### src/rtl/seq_pkg.sv
// Shared encodings for the multi-cycle RV32 sequencer: FSM states, one-hot
// instruction-class bit positions, PC source selects and a one-hot checker.
package seq_pkg;

  typedef logic [2:0] state_e;
  localparam state_e IDLE   = 3'd0;
  localparam state_e FETCH  = 3'd1;
  localparam state_e DECODE = 3'd2;
  localparam state_e EXEC   = 3'd3;
  localparam state_e MEM    = 3'd4;
  localparam state_e WB     = 3'd5;
  localparam state_e FAULT  = 3'd6;

  localparam int IT_R   = 0;
  localparam int IT_I   = 1;
  localparam int IT_L   = 2;
  localparam int IT_S   = 3;
  localparam int IT_B   = 4;
  localparam int IT_J   = 5;
  localparam int IT_JR  = 6;
  localparam int IT_LUI = 7;
  localparam int IT_AUI = 8;

  localparam logic [1:0] PC_SEL_SEQ  = 2'b00;
  localparam logic [1:0] PC_SEL_BR   = 2'b01;
  localparam logic [1:0] PC_SEL_JALR = 2'b11;

  function automatic logic is_onehot(input logic [8:0] v);
    int n;
    n = 0;
    for (int i = 0; i < 9; i++) n += int'(v[i]);
    return (n == 1);
  endfunction

endpackage

### src/rtl/mem_wait_timer.sv
// Counts consecutive memory wait cycles; expired flags the last allowed wait
// cycle so the FSM can fault if ready does not arrive in it.
module mem_wait_timer #(
  parameter int MEM_TIMEOUT = 16
) (
  input  logic clk,
  input  logic rst_n,
  input  logic clr,
  input  logic en,
  output logic expired
);

  localparam int TW = $clog2(MEM_TIMEOUT) + 1;
  localparam logic [TW-1:0] LAST = TW'(MEM_TIMEOUT - 1);

  logic [TW-1:0] cnt;

  always_ff @(posedge clk) begin
    if (!rst_n || clr) cnt <= '0;
    else if (en)       cnt <= cnt + TW'(1);
  end

  assign expired = (cnt == LAST);

endmodule

### src/rtl/multicycle_sequencer.sv
// Multi-cycle control FSM for the RV32 datapath: one instruction at a time,
// req/ready memory handshake with wait-state timeout and a sticky fault state.
module multicycle_sequencer
  import seq_pkg::*;
#(
  parameter int MEM_TIMEOUT = 16,
  parameter int CNT_W       = 32
) (
  input  logic             clk,
  input  logic             rst_n,
  input  logic             start,
  input  logic             halt,
  input  logic [8:0]       inst_type,
  input  logic             branch_taken,
  input  logic             mem_ready,
  output logic             imem_req,
  output logic             ir_write,
  output logic             dmem_req,
  output logic             dmem_we,
  output logic             reg_write,
  output logic             mem_to_reg,
  output logic             pc_write,
  output logic [1:0]       pc_sel,
  output logic             busy,
  output logic             fault,
  output logic             illegal,
  output logic [CNT_W-1:0] retire_cnt
);

  state_e     state, state_nx;
  logic [8:0] it_q;
  logic       retire, mem_wait, tmr_exp;

  // Timer runs only while a request is stalled, so it is zero on every entry.
  assign mem_wait = (imem_req | dmem_req) & ~mem_ready;

  mem_wait_timer #(.MEM_TIMEOUT(MEM_TIMEOUT)) u_timer (
    .clk     (clk),
    .rst_n   (rst_n),
    .clr     (~mem_wait),
    .en      (mem_wait),
    .expired (tmr_exp)
  );

  always_comb begin
    imem_req   = (state == FETCH);
    ir_write   = imem_req & mem_ready;
    dmem_req   = (state == MEM);
    dmem_we    = dmem_req & it_q[IT_S];
    reg_write  = (state == WB);
    mem_to_reg = reg_write & it_q[IT_L];
    pc_write   = 1'b0;
    pc_sel     = PC_SEL_SEQ;
    case (state)
      EXEC: if (it_q[IT_B]) begin
        pc_write = 1'b1;
        pc_sel   = branch_taken ? PC_SEL_BR : PC_SEL_SEQ;
      end
      MEM: if (it_q[IT_S] && mem_ready) pc_write = 1'b1;
      WB: begin
        pc_write = 1'b1;
        if (it_q[IT_J])       pc_sel = PC_SEL_BR;
        else if (it_q[IT_JR]) pc_sel = PC_SEL_JALR;
      end
      default: ;
    endcase
    // Every instruction retires in exactly the cycle it commits its PC.
    retire = pc_write;
    busy   = (state != IDLE) && (state != FAULT);
    fault  = (state == FAULT);
  end

  always_comb begin
    state_nx = state;
    case (state)
      IDLE:   if (start) state_nx = FETCH;
      FETCH:  if (mem_ready) state_nx = DECODE;
              else if (tmr_exp) state_nx = FAULT;
      DECODE: state_nx = is_onehot(inst_type) ? EXEC : FAULT;
      EXEC:   if (it_q[IT_L] || it_q[IT_S]) state_nx = MEM;
              else if (it_q[IT_B]) state_nx = halt ? IDLE : FETCH;
              else state_nx = WB;
      MEM:    if (mem_ready) state_nx = it_q[IT_L] ? WB : (halt ? IDLE : FETCH);
              else if (tmr_exp) state_nx = FAULT;
      WB:     state_nx = halt ? IDLE : FETCH;
      FAULT:  state_nx = FAULT;
      default: state_nx = IDLE;
    endcase
  end

  always_ff @(posedge clk) begin
    if (!rst_n) begin
      state      <= IDLE;
      it_q       <= '0;
      illegal    <= 1'b0;
      retire_cnt <= '0;
    end else begin
      state <= state_nx;
      if (state == DECODE) it_q <= inst_type;
      if (state == DECODE && !is_onehot(inst_type)) illegal <= 1'b1;
      if (retire) retire_cnt <= retire_cnt + CNT_W'(1);
    end
  end

endmodule

### config.mk
export PLATFORM = sky130hd
export DESIGN_NAME = multicycle_sequencer
export DESIGN_NICKNAME = d
export VERILOG_FILES = /design/src/rtl/seq_pkg.sv /design/src/rtl/mem_wait_timer.sv /design/src/rtl/multicycle_sequencer.sv
export SDC_FILE = /design/constraint.sdc
export NUM_CORES = 1
export LEC_CHECK = 0
export BUFFER_PORTS_ARGS = -buffer_cell sky130_fd_sc_hd__buf_2
export CAP_MARGIN = 40
export CELL_PAD_IN_SITES_DETAIL_PLACEMENT = 1
export CELL_PAD_IN_SITES_GLOBAL_PLACEMENT = 2
export CORE_MARGIN = 5
export CORE_UTILIZATION = 32
export DETAILED_ROUTE_END_ITERATION = 10
export PLACE_DENSITY = 0.89
export SYNTH_ARGS = -nofsm -noshare
export SYNTH_HDL_FRONTEND = slang
export SYNTH_SLANG_ARGS = --single-unit
### constraint.sdc
create_clock -name clk -period 5 [get_ports clk]
set_input_delay 1 -clock clk [delete_from_list [all_inputs] [get_ports clk]]
set_output_delay 1 -clock clk [all_outputs]
set_load 0.01 [all_outputs]
Yosys cells after proc, flatten, opt, wreduce, memory -nomap -nowiden
Cells that the tools add are included.
Widths: inputs -> output; s select.
Storage, ports and cells
  flip-flop bits (word level): 48
  bits in latches: 0
  RAM bits: 0
  bits in read-only memories: 0
  bits of input ports: 15
  word-level logic and storage cells: 59
  memories kept: 0
Operators by class
  add/sub/neg operators: 10
  multiply operators: 0
  divide/modulo/power cells: 0
  order comparisons: 0
  eq/ne operators: 10
  shift-type cells: 0
  muxes and demuxes: 18
  bitwise logic cells: 7
  reduce and logical (&&, ||, !) cells: 9
Operator list (count)
  $add 32x1->32 const B: 1
  $mux 3: 8
  $pmux 3 s7: 1
  $add 8x1->9: 1
  $eq 3x3->1 const B: 3
  $eq 9x1->1 const B: 1
  $add 7x1->8: 1
  $add 6x1->7: 1
  $add 5x1->6: 1
  $eq 3x2->1 const B: 2
  $add 4x1->5: 1
  $add 5x1->5 const B: 1
  $eq 5x4->1 const B: 1
  $mux 1: 5
  $add 3x1->4: 1
  $and 1x1->1: 4
  $mux 2: 2
  $pmux 2 s2: 1
  $add 2x1->3: 1
  $eq 3x1->1 const B: 1
  $logic_and 1x1->1: 3
  $logic_not 3->1: 1
  $ne 3x3->1 const B: 1
  $pmux 1 s3: 1
  7 further kinds: 10

Depth between registers and ports, before layout
Gate-level depths: netlist of run 1.
  word-level depth: 11
  gate-level depth with buffers: 11

By module
From an unflattened synthesis of run 1, not the netlist that was laid out.
Second synthesis, totals
  cells, all modules: 316
  area, all modules: 2668.8 sq um
By module, submodules not included
  multicycle_sequencer: instances 1, cells an instance 292, area an instance 2429.8 sq um, seq. area each 820.8 sq um
  mem_wait_timer: instances 1, cells an instance 24, area an instance 239.0 sq um, seq. area each 100.1 sq um

Worst setup path after synthesis of run 1
OpenSTA, ideal clock, no wires.
  path kind: input port to flip-flop
  start point: input inst_type[0]
  end point: register state[2]
  library setup time: 115 ps
  arrival: 3857 ps
  data required time: 4885 ps
  setup slack: 1028 ps
  cell stages on the path: 9
  path through: inv_1 > fa_1 > fa_1 > fa_1 > fa_1 > fa_1 > o31ai_1 > a21boi_0 > o21ba_2
Between the ends
  cells in the longest elaborated chain, start to end: 11
RTL lines
  start: declaration: line multicycle_sequencer.sv:13  | input logic [8:0] inst_type,
  $add 1x1->2: line seq_pkg.sv:31  | for (int i = 0; i < 9; i++) n += int'(v[i]);
  $add 2x1->3: line seq_pkg.sv:31
  $add 3x1->4: line seq_pkg.sv:31
  $add 4x1->5: line seq_pkg.sv:31
  $add 5x1->6: line seq_pkg.sv:31
  $add 6x1->7: line seq_pkg.sv:31
  $add 7x1->8: line seq_pkg.sv:31
  $add 8x1->9: line seq_pkg.sv:31
  $eq 9x1->1: line seq_pkg.sv:32  | return (n == 1);
  $mux 3: line multicycle_sequencer.sv:79  | DECODE: state_nx = is_onehot(inst_type) ? EXEC : FAULT;
  $pmux 3 s7: line multicycle_sequencer.sv:75  | case (state)
  end signal: assignment: line multicycle_sequencer.sv:98  | state <= state_nx;
  end: declaration: line multicycle_sequencer.sv:30  | state_e state, state_nx;
No other way between the ends.
A chain may end at the register's enable or synchronous reset.

Worst setup path after layout of run 1
Same ends and word-level chain as after synthesis.

==> results of run 1 <==
-- critical path: stages --
cell,delay (ps)
buf_2,70
inv_1,40
fa_1,550
fa_1,430
fa_1,460
fa_1,420
fa_1,410
o31ai_1,300
a21boi_0,170
o21ba_2,230
-- sequential cells by signal, indices dropped and copies added (netlist names) --
signal	flops
state	3
u_timer.cnt	5
illegal	1
retire_cnt	32
it_q	5
-- cell families (layout without fill, tap and decap cells) --
family,Yosys count,in the layout,synth area share
simple gates,130,130,0.2964
compound gates,62,62,0.1568
flops,46,46,0.3530
buf+inv,39,91,0.06139
mux,13,13,0.04988
fa+ha+maj,10,10,0.06235
xor+xnor,6,6,0.02014
-- routing by layer --
metal,global-route usage,vias to the layer above,share of wire
met5,0,-,0
met4,0.04249,0,0.013
met3,0.02502,6,0.033
met2,0.2564,42,0.51
met1,0.1820,1200,0.45
li1,-,1221,-
-- layout make-up --
| class | count | share of cell area |
|---|---|---|
| Tap cell | 105 | 0.04219 |
| Multi-Input combinational cell | 221 | 0.4922 |
| Sequential cell | 46 | 0.2957 |
| Clock buffer | 8 | 0.03536 |
| Inverter | 21 | 0.02531 |
| Timing Repair Buffer | 62 | 0.1093 |
-- stage by stage --
step | hold WS (ps) | area, sq um | total power [uW] | cells | utilization
6_report | 457.0 | 3114 | 767.2 | 463 | 0.3848
4_1_cts | 459.0 | 3114 | 781.1 | 463 | 0.3848
3_5_place_dp | 437.5 | 3004 | 511.0 | 455 | 0.3712
3_3_place_gp | 427.3 | 2977 | 501.4 | 454 | 0.3678
5_1_grt | 471.7 | 3114 | 812.3 | 463 | 0.3848
2_1_floorplan | 417.6 | 2609 | 473.0 | 306 | -
-- power by group through the flow --
| stage | clock [uW] | sequential (uW) | combinational (uW) |
|---|---|---|---|
| floorplan | 0 | 387 | 85.9 |
| global placement | 0 | 398 | 103 |
| detailed placement | 0 | 399 | 112 |
| CTS | 278 | 390 | 113 |
| global route | 293 | 393 | 126 |
| finish | 267 | 390 | 110 |
-- path summary, 6_finish.rpt --
| check | to | slack [ps] | cells after the start | from |
|---|---|---|---|---|
| hold reg to reg | u_timer.cnt[0] | 460 | 1 | u_timer.cnt[0] |
| setup reg to reg | retire_cnt[16] | 2870 | 5 | state[0] |
| hold / removal | u_timer.cnt[0] | 460 | 1 | u_timer.cnt[0] |
| setup / recovery | state[2] | 1130 | 10 | inst_type[0] |
-- cell usage after synthesis, drive strengths merged (9+ instances only) --
cell,number
nand2b,13
or3,12
nor2,18
buf,9
o21ai,10
or4,9
clkbuf,9
nand3,11
a21oi,18
o31ai,12
inv,20
mux2i,13
dfxtp,46
nand2,19
nand4,12
-- layout by cell type (no fill, tap or decap), drive strengths merged, types with 8 or more instances in the layout --
cell type	count
o31ai	12
clkbuf	8
nand4	12
or3	12
inv	20
a21oi	18
nor2	18
dfxtp	46
nand2b	13
o21ai	10
buf	62
mux2i	13
or4	9
nand2	19
nand3	11
==> summary.md, run 1 <==
| Metric | Value |
|---|---|
| Status | `finished clean` |
| # port buffers | `58` |
| CTS max path bufs | `2` |
| Fillcell total | `1,026` |
| Slew @ Worst Pin | `700.7 ps` |
| Pwr dens | `246.4 nW/um^2` |
| Max-slew violations | `0` |
| Pre-CTS WS | `796.8 ps` |
| Setup Fix Bufs, Post-CTS | `0` |
| Type of element capturing the critical path | `flop` |
| Avg Cell Area, Syn | `8.525 sq um` |
| Netlist cell types | `52` |
| Worst VDD drop | `0.1149 mV` |
| Synth Cell Area | `2609 sq um` |
| FFs w/ async S/R, synth | `0` |
| Num CTS Buffers | `5` |
| Post-synth net total | `331` |
| Yosys top cell area share | `0.3530` |
| Antenna Cells | `0` |
| Post-synth EDFFs | `0` |
| Unrepaired setup endpoints after global routing | `false` |
| Final Hold Fails | `0` |
| Final WL | `6950 um` |
| Hold buffers post-CTS | `0` |
| Setup violators final | `0` |
| Ratio of cells with drive above 1 in the final layout | `0.2207` |
| Critical path type | `in2reg` |
| Final Wtd Congestion | `0.7588` |
| Detailed placement HPWL | `5202 um` |
| Comb pwr share | `0.143` |
| Worst-path maximum fanout | `2` |
| #FFs+latches synth | `46` |
| DIE AREA | `10,060 sq um` |
| Crit path DAT | `4080 ps` |
| DR WL/cell | `15.01 um` |
| Row count | `33` |
| Clk_lat worst skew | `300 ps` |
| Grt ovf | `0` |
| Largest net degree at the start of global routing | `26` |
| Resized cells post-CTS | `0` |
| DR iter-0 viols | `98` |
| CTS H-tree depth | `2` |
| Pleak | `0.001298 uW` |
| Clk_skew | `10.33 ps` |
| Residual DRC | `0` |
| Mapped Cells | `306` |
| Sink Count | `46` |
| ANT nets after route | `0` |
| Initial antenna violation count | `0` |
| Post-route setup TNS | `0 ps` |
| Die Span Y | `100.3 um` |
| Reg area | `920.9 sq um` |
| Cell taking the most area after synthesis | `dfxtp_1` |
| NetSw | `202.7 uW` |
| Seq pwr share | `0.508` |
| Pint | `564.5 uW` |
| Rel. slew slack | `0.5268` |
| Clock Power Share | `0.348` |
| Top cells by area, synth | `dfxtp_1 (35%), mux2i_1 (5.0%), fa_1 (3.8%), a21oi_1 (3.5%), o31ai_1 (3.5%)` |
| Core Area | `8093 sq um` |
| Via/cell ratio | `5.333` |
| Gr usage total | `0.1458` |
| Total Nets Final | `382` |
| Vias in the first global route | `2,519` |
| Root buffer cell | `clkbuf_8` |
| Period utilization | `0.7746` |
| Final setup margin | `1127 ps` |
| Fin crit period | `3873 ps` |
| TritonCTS clock tree | `yes` |
| Sw frac | `0.2642` |
| First-pass GRT wire length | `12,060 um` |
| WP data required | `5210 ps` |
| Ys flop type | `dfxtp_1` |
| Clock slew at reported path FFs | `90 ps` |
| Synthesis warning total | `0` |
| I/O pin count | `59` |
| Initial core utilization | `0.3224` |
| Worst min-delay path class | `reg2reg` |
| Multi-input gate area | `1533 sq um` |
| MaxCap Viol Count | `0` |
| Via count | `2,469` |
| P&R area growth vs syn | `19.38%` |
| Fmax | `0.2582 GHz` |
| Die Wd | `100.3 um` |
| Element type at the critical path start | `input pin` |
| Initial DRT Pass Iterations | `4` |
| Sequential share of the synthesized area | `0.3530` |
(Power assumes the default switching activity.)
==> inputs of run 2 (changes only) <==
==> constraint.sdc (replaced) <==
create_clock -name clk -period 4.05 [get_ports clk]
set_input_delay 0.81 -clock clk [delete_from_list [all_inputs] [get_ports clk]]
set_output_delay 0.81 -clock clk [all_outputs]
set_load 0.01 [all_outputs]
==> run 2 against run 1 <==
Non-clock buffer count unchanged. Highest routed layer unchanged. Largest cell class unchanged. Sequential cell count unchanged. Routed wire length increased by 1.3%. Die area unchanged. Clock power up 11%.
==> summary.md, run 2 (same netlist as run 1, synthesis figures left out) <==
| Metric | Value |
|---|---|
| GR peak layer | `met2` |
| Resized cells post-CTS | `0 (unchanged)` |
| ANT nets after route | `0 (unchanged)` |
| Detailed placement HPWL | `5229 um (+0.53%)` |
| Core Area | `8093 sq um (unchanged)` |
| Fmax | `0.2690 GHz` |
| Final setup margin | `332.7 ps (-794.2 ps)` |
| Initial DRT Pass Iterations | `4 (unchanged)` |
| Grt ovf | `0 (unchanged)` |
| Fin crit period | `3717 ps` |
| Slowest cell on the critical path | `fa_1` |
| P&R area growth vs syn | `17.89%` |
| Via count | `2,503 (+1.4%)` |
| Critical path type | `in2reg` |
| Sink Count | `46 (unchanged)` |
| Worst Reg-to-Reg Cells | `5 (unchanged)` |
| Reg with most FFs | `retire_cnt` |
| Gr usage total | `0.1447 (-0.001157)` |
| Area post-placement | `2984 sq um (-0.67%)` |
| Largest net degree at the start of global routing | `29 (+12%)` |
| Setup Fix Bufs, Post-CTS | `0 (unchanged)` |
| WP data required | `4250 ps (-960 ps)` |
| Post-route setup TNS | `0 ps (unchanged)` |
| Element type at the critical path start | `input pin` |
| First-pass GRT wire length | `12,010 um (-0.46%)` |
| Rel. slew slack | `0.5439 (+0.01712)` |
| DR WL/cell | `15.21 um (+1.3%)` |
| Hold buffers post-CTS | `0 (unchanged)` |
| Fin area | `3075 sq um (-1.2%)` |
| Clk_skew | `6.817 ps (-3.510 ps)` |
| Flop2flop setup slack | `1910 ps (-960 ps)` |
| Pleak | `0.001281 uW (-1.3%)` |
| Met1 layer usage reported by global route | `0.1803 (-0.001701)` |
| Residual DRC | `0 (unchanged)` |
| Largest registers | `retire_cnt x32, it_q x5, u_timer.cnt x5` |
| Most common cell after layout, fill and taps aside | `buf_2` |
| Die Span Y | `100.3 um (unchanged)` |
| Final Hold Fails | `0 (unchanged)` |
| Die Wd | `100.3 um (unchanged)` |
| Grt met2 use | `0.2548 (-0.001529)` |
| Initial core utilization | `0.3224 (unchanged)` |
| Antenna Cells | `0 (unchanged)` |
| Row count | `33 (unchanged)` |
| Type of element capturing the critical path | `flop` |
| Clk_lat worst skew | `300 ps (about the same)` |
| Comb pwr share | `0.146 (+0.003)` |
| Crit path DAT | `3910 ps (-170 ps)` |
| CTS max path bufs | `2 (unchanged)` |
| FF-to-FF End | `retire_cnt[16]` |
| Largest register FFs | `32 (unchanged)` |
| Fillcell total | `1,021 (-0.49%)` |
| Clock Power Share | `0.326 (-0.022)` |
| Setup violators final | `0 (unchanged)` |
| Worst-path maximum fanout | `2 (unchanged)` |
| Period utilization | `0.9179` |
| Final Wtd Congestion | `0.7585 (about the same)` |
| NetSw | `252.1 uW (+24%)` |
| Root buffer cell | `clkbuf_8` |
| Initial antenna violation count | `0 (unchanged)` |
| Unrepaired setup endpoints after global routing | `false` |
| CP max stage delay | `550 ps (about the same)` |
| Total Nets Final | `382 (unchanged)` |
| Pwr dens | `296.7 nW/um^2 (+20%)` |
| Clock slew at reported path FFs | `80 ps (about the same)` |
| Pint | `660.3 uW (+17%)` |
| GR Util met3 | `0.02571 (+0.0006949)` |
| Sw frac | `0.2763 (+0.01213)` |
| Min-Delay Endpoint | `u_timer.cnt[0]` |
| TritonCTS clock tree | `yes` |
| Vias in the first global route | `2,510 (-0.36%)` |
| Seq pwr share | `0.528 (+0.020)` |
| Crit-path cells | `buf_2 > inv_1 > fa_1 > fa_1 > fa_1 > fa_1 > fa_1 > o31ai_1 > a21boi_0 > o21ba_2` |
| MaxCap Viol Count | `0 (unchanged)` |
| Worst R2R Start | `state[0]` |
| Most frequent cells in the layout | `buf_2 (58), dfxtp_1 (46), inv_1 (20)` |
| Worst min-delay path class | `reg2reg` |
| Slew @ Worst Pin | `675.3 ps (-25.35 ps)` |
| Ratio of cells with drive above 1 in the final layout | `0.2179 (-0.002793)` |
| I/O pin count | `59 (unchanged)` |
| Hold path start | `u_timer.cnt[0]` |
| Worst VDD drop | `0.1250 mV (+8.8%)` |
| CTS H-tree depth | `2 (unchanged)` |
| DR iter-0 viols | `57 (-42%)` |
| DIE AREA | `10,060 sq um (unchanged)` |
| Most frequent CP cell | `fa_1` |
| Final WL | `7040 um (+1.3%)` |
| Max-slew violations | `0 (unchanged)` |
| Num CTS Buffers | `5 (unchanged)` |
| Via/cell ratio | `5.406 (+1.4%)` |
| Hold Path Cell Cnt | `1 (unchanged)` |
| Pre-CTS WS | `23.96 ps (-772.9 ps)` |
| # port buffers | `58 (unchanged)` |
| Status | `finished clean` |
## run 2: stage by stage
step / hold slack [ps] / instances / util / power (uW)
6_report: 450.9 / 463 / 0.3800 / 912.5
5_1_grt: 464.1 / 463 / 0.3800 / 965.7
4_1_cts: 455.3 / 463 / 0.3800 / 928.3
3_5_place_dp: 436.4 / 455 / 0.3687 / 628.3
3_3_place_gp: 427.3 / 455 / 0.3687 / 619.7
2_1_floorplan: 417.6 / 306 / - / 583.9
## run 2: worst max-delay path by stage
stage | startpoint | endpoint | slack (ps) | cells past startpoint
final | inst_type[0] | state[2] | 330 | 10
after global routing | inst_type[0] | state[2] | 200 | 10
after CTS | inst_type[0] | state[2] | 340 | 10
after detailed placement | inst_type[0] | state[2] | 20 | 10
after global placement | inst_type[0] | state[2] | 100 | 10
after floorplan | inst_type[0] | state[2] | 270 | 9
## run 2: per-layer routing
metal	up-vias	wire [um]
met1	1214	3107
met3	7	283
met4	0	110
met2	56	3538
met5	-	0
li1	1226	-
## run 2: final cells by class
type | instances | area (sq um) | share of cell area
multi-input cells | 221 | 1533 | 0.4984
flip-flops and latches | 46 | 920.9 | 0.2994
repair buffers | 62 | 320.3 | 0.1041
well taps | 105 | 131.4 | 0.04272
clock buffers | 7 | 86.33 | 0.02807
inverters | 21 | 78.83 | 0.02563
clock inverters | 1 | 5.005 | 0.001627
## run 2: power groups by stage
stage	sequential, uW	clock [uW]	combinational, uW
global route	485	326	154
global placement	492	0	128
finish	482	297	133
detailed placement	493	0	136
CTS	482	309	137
floorplan	478	0	106
## run 2: critical path: cells and delay by family
| kind | cells | cell delay [ps] |
|---|---|---|
| AOI/OAI and AO/OA | 3 | 720 |
| buffers and inverters | 2 | 120 |
| adders and majority gates | 5 | 2270 |
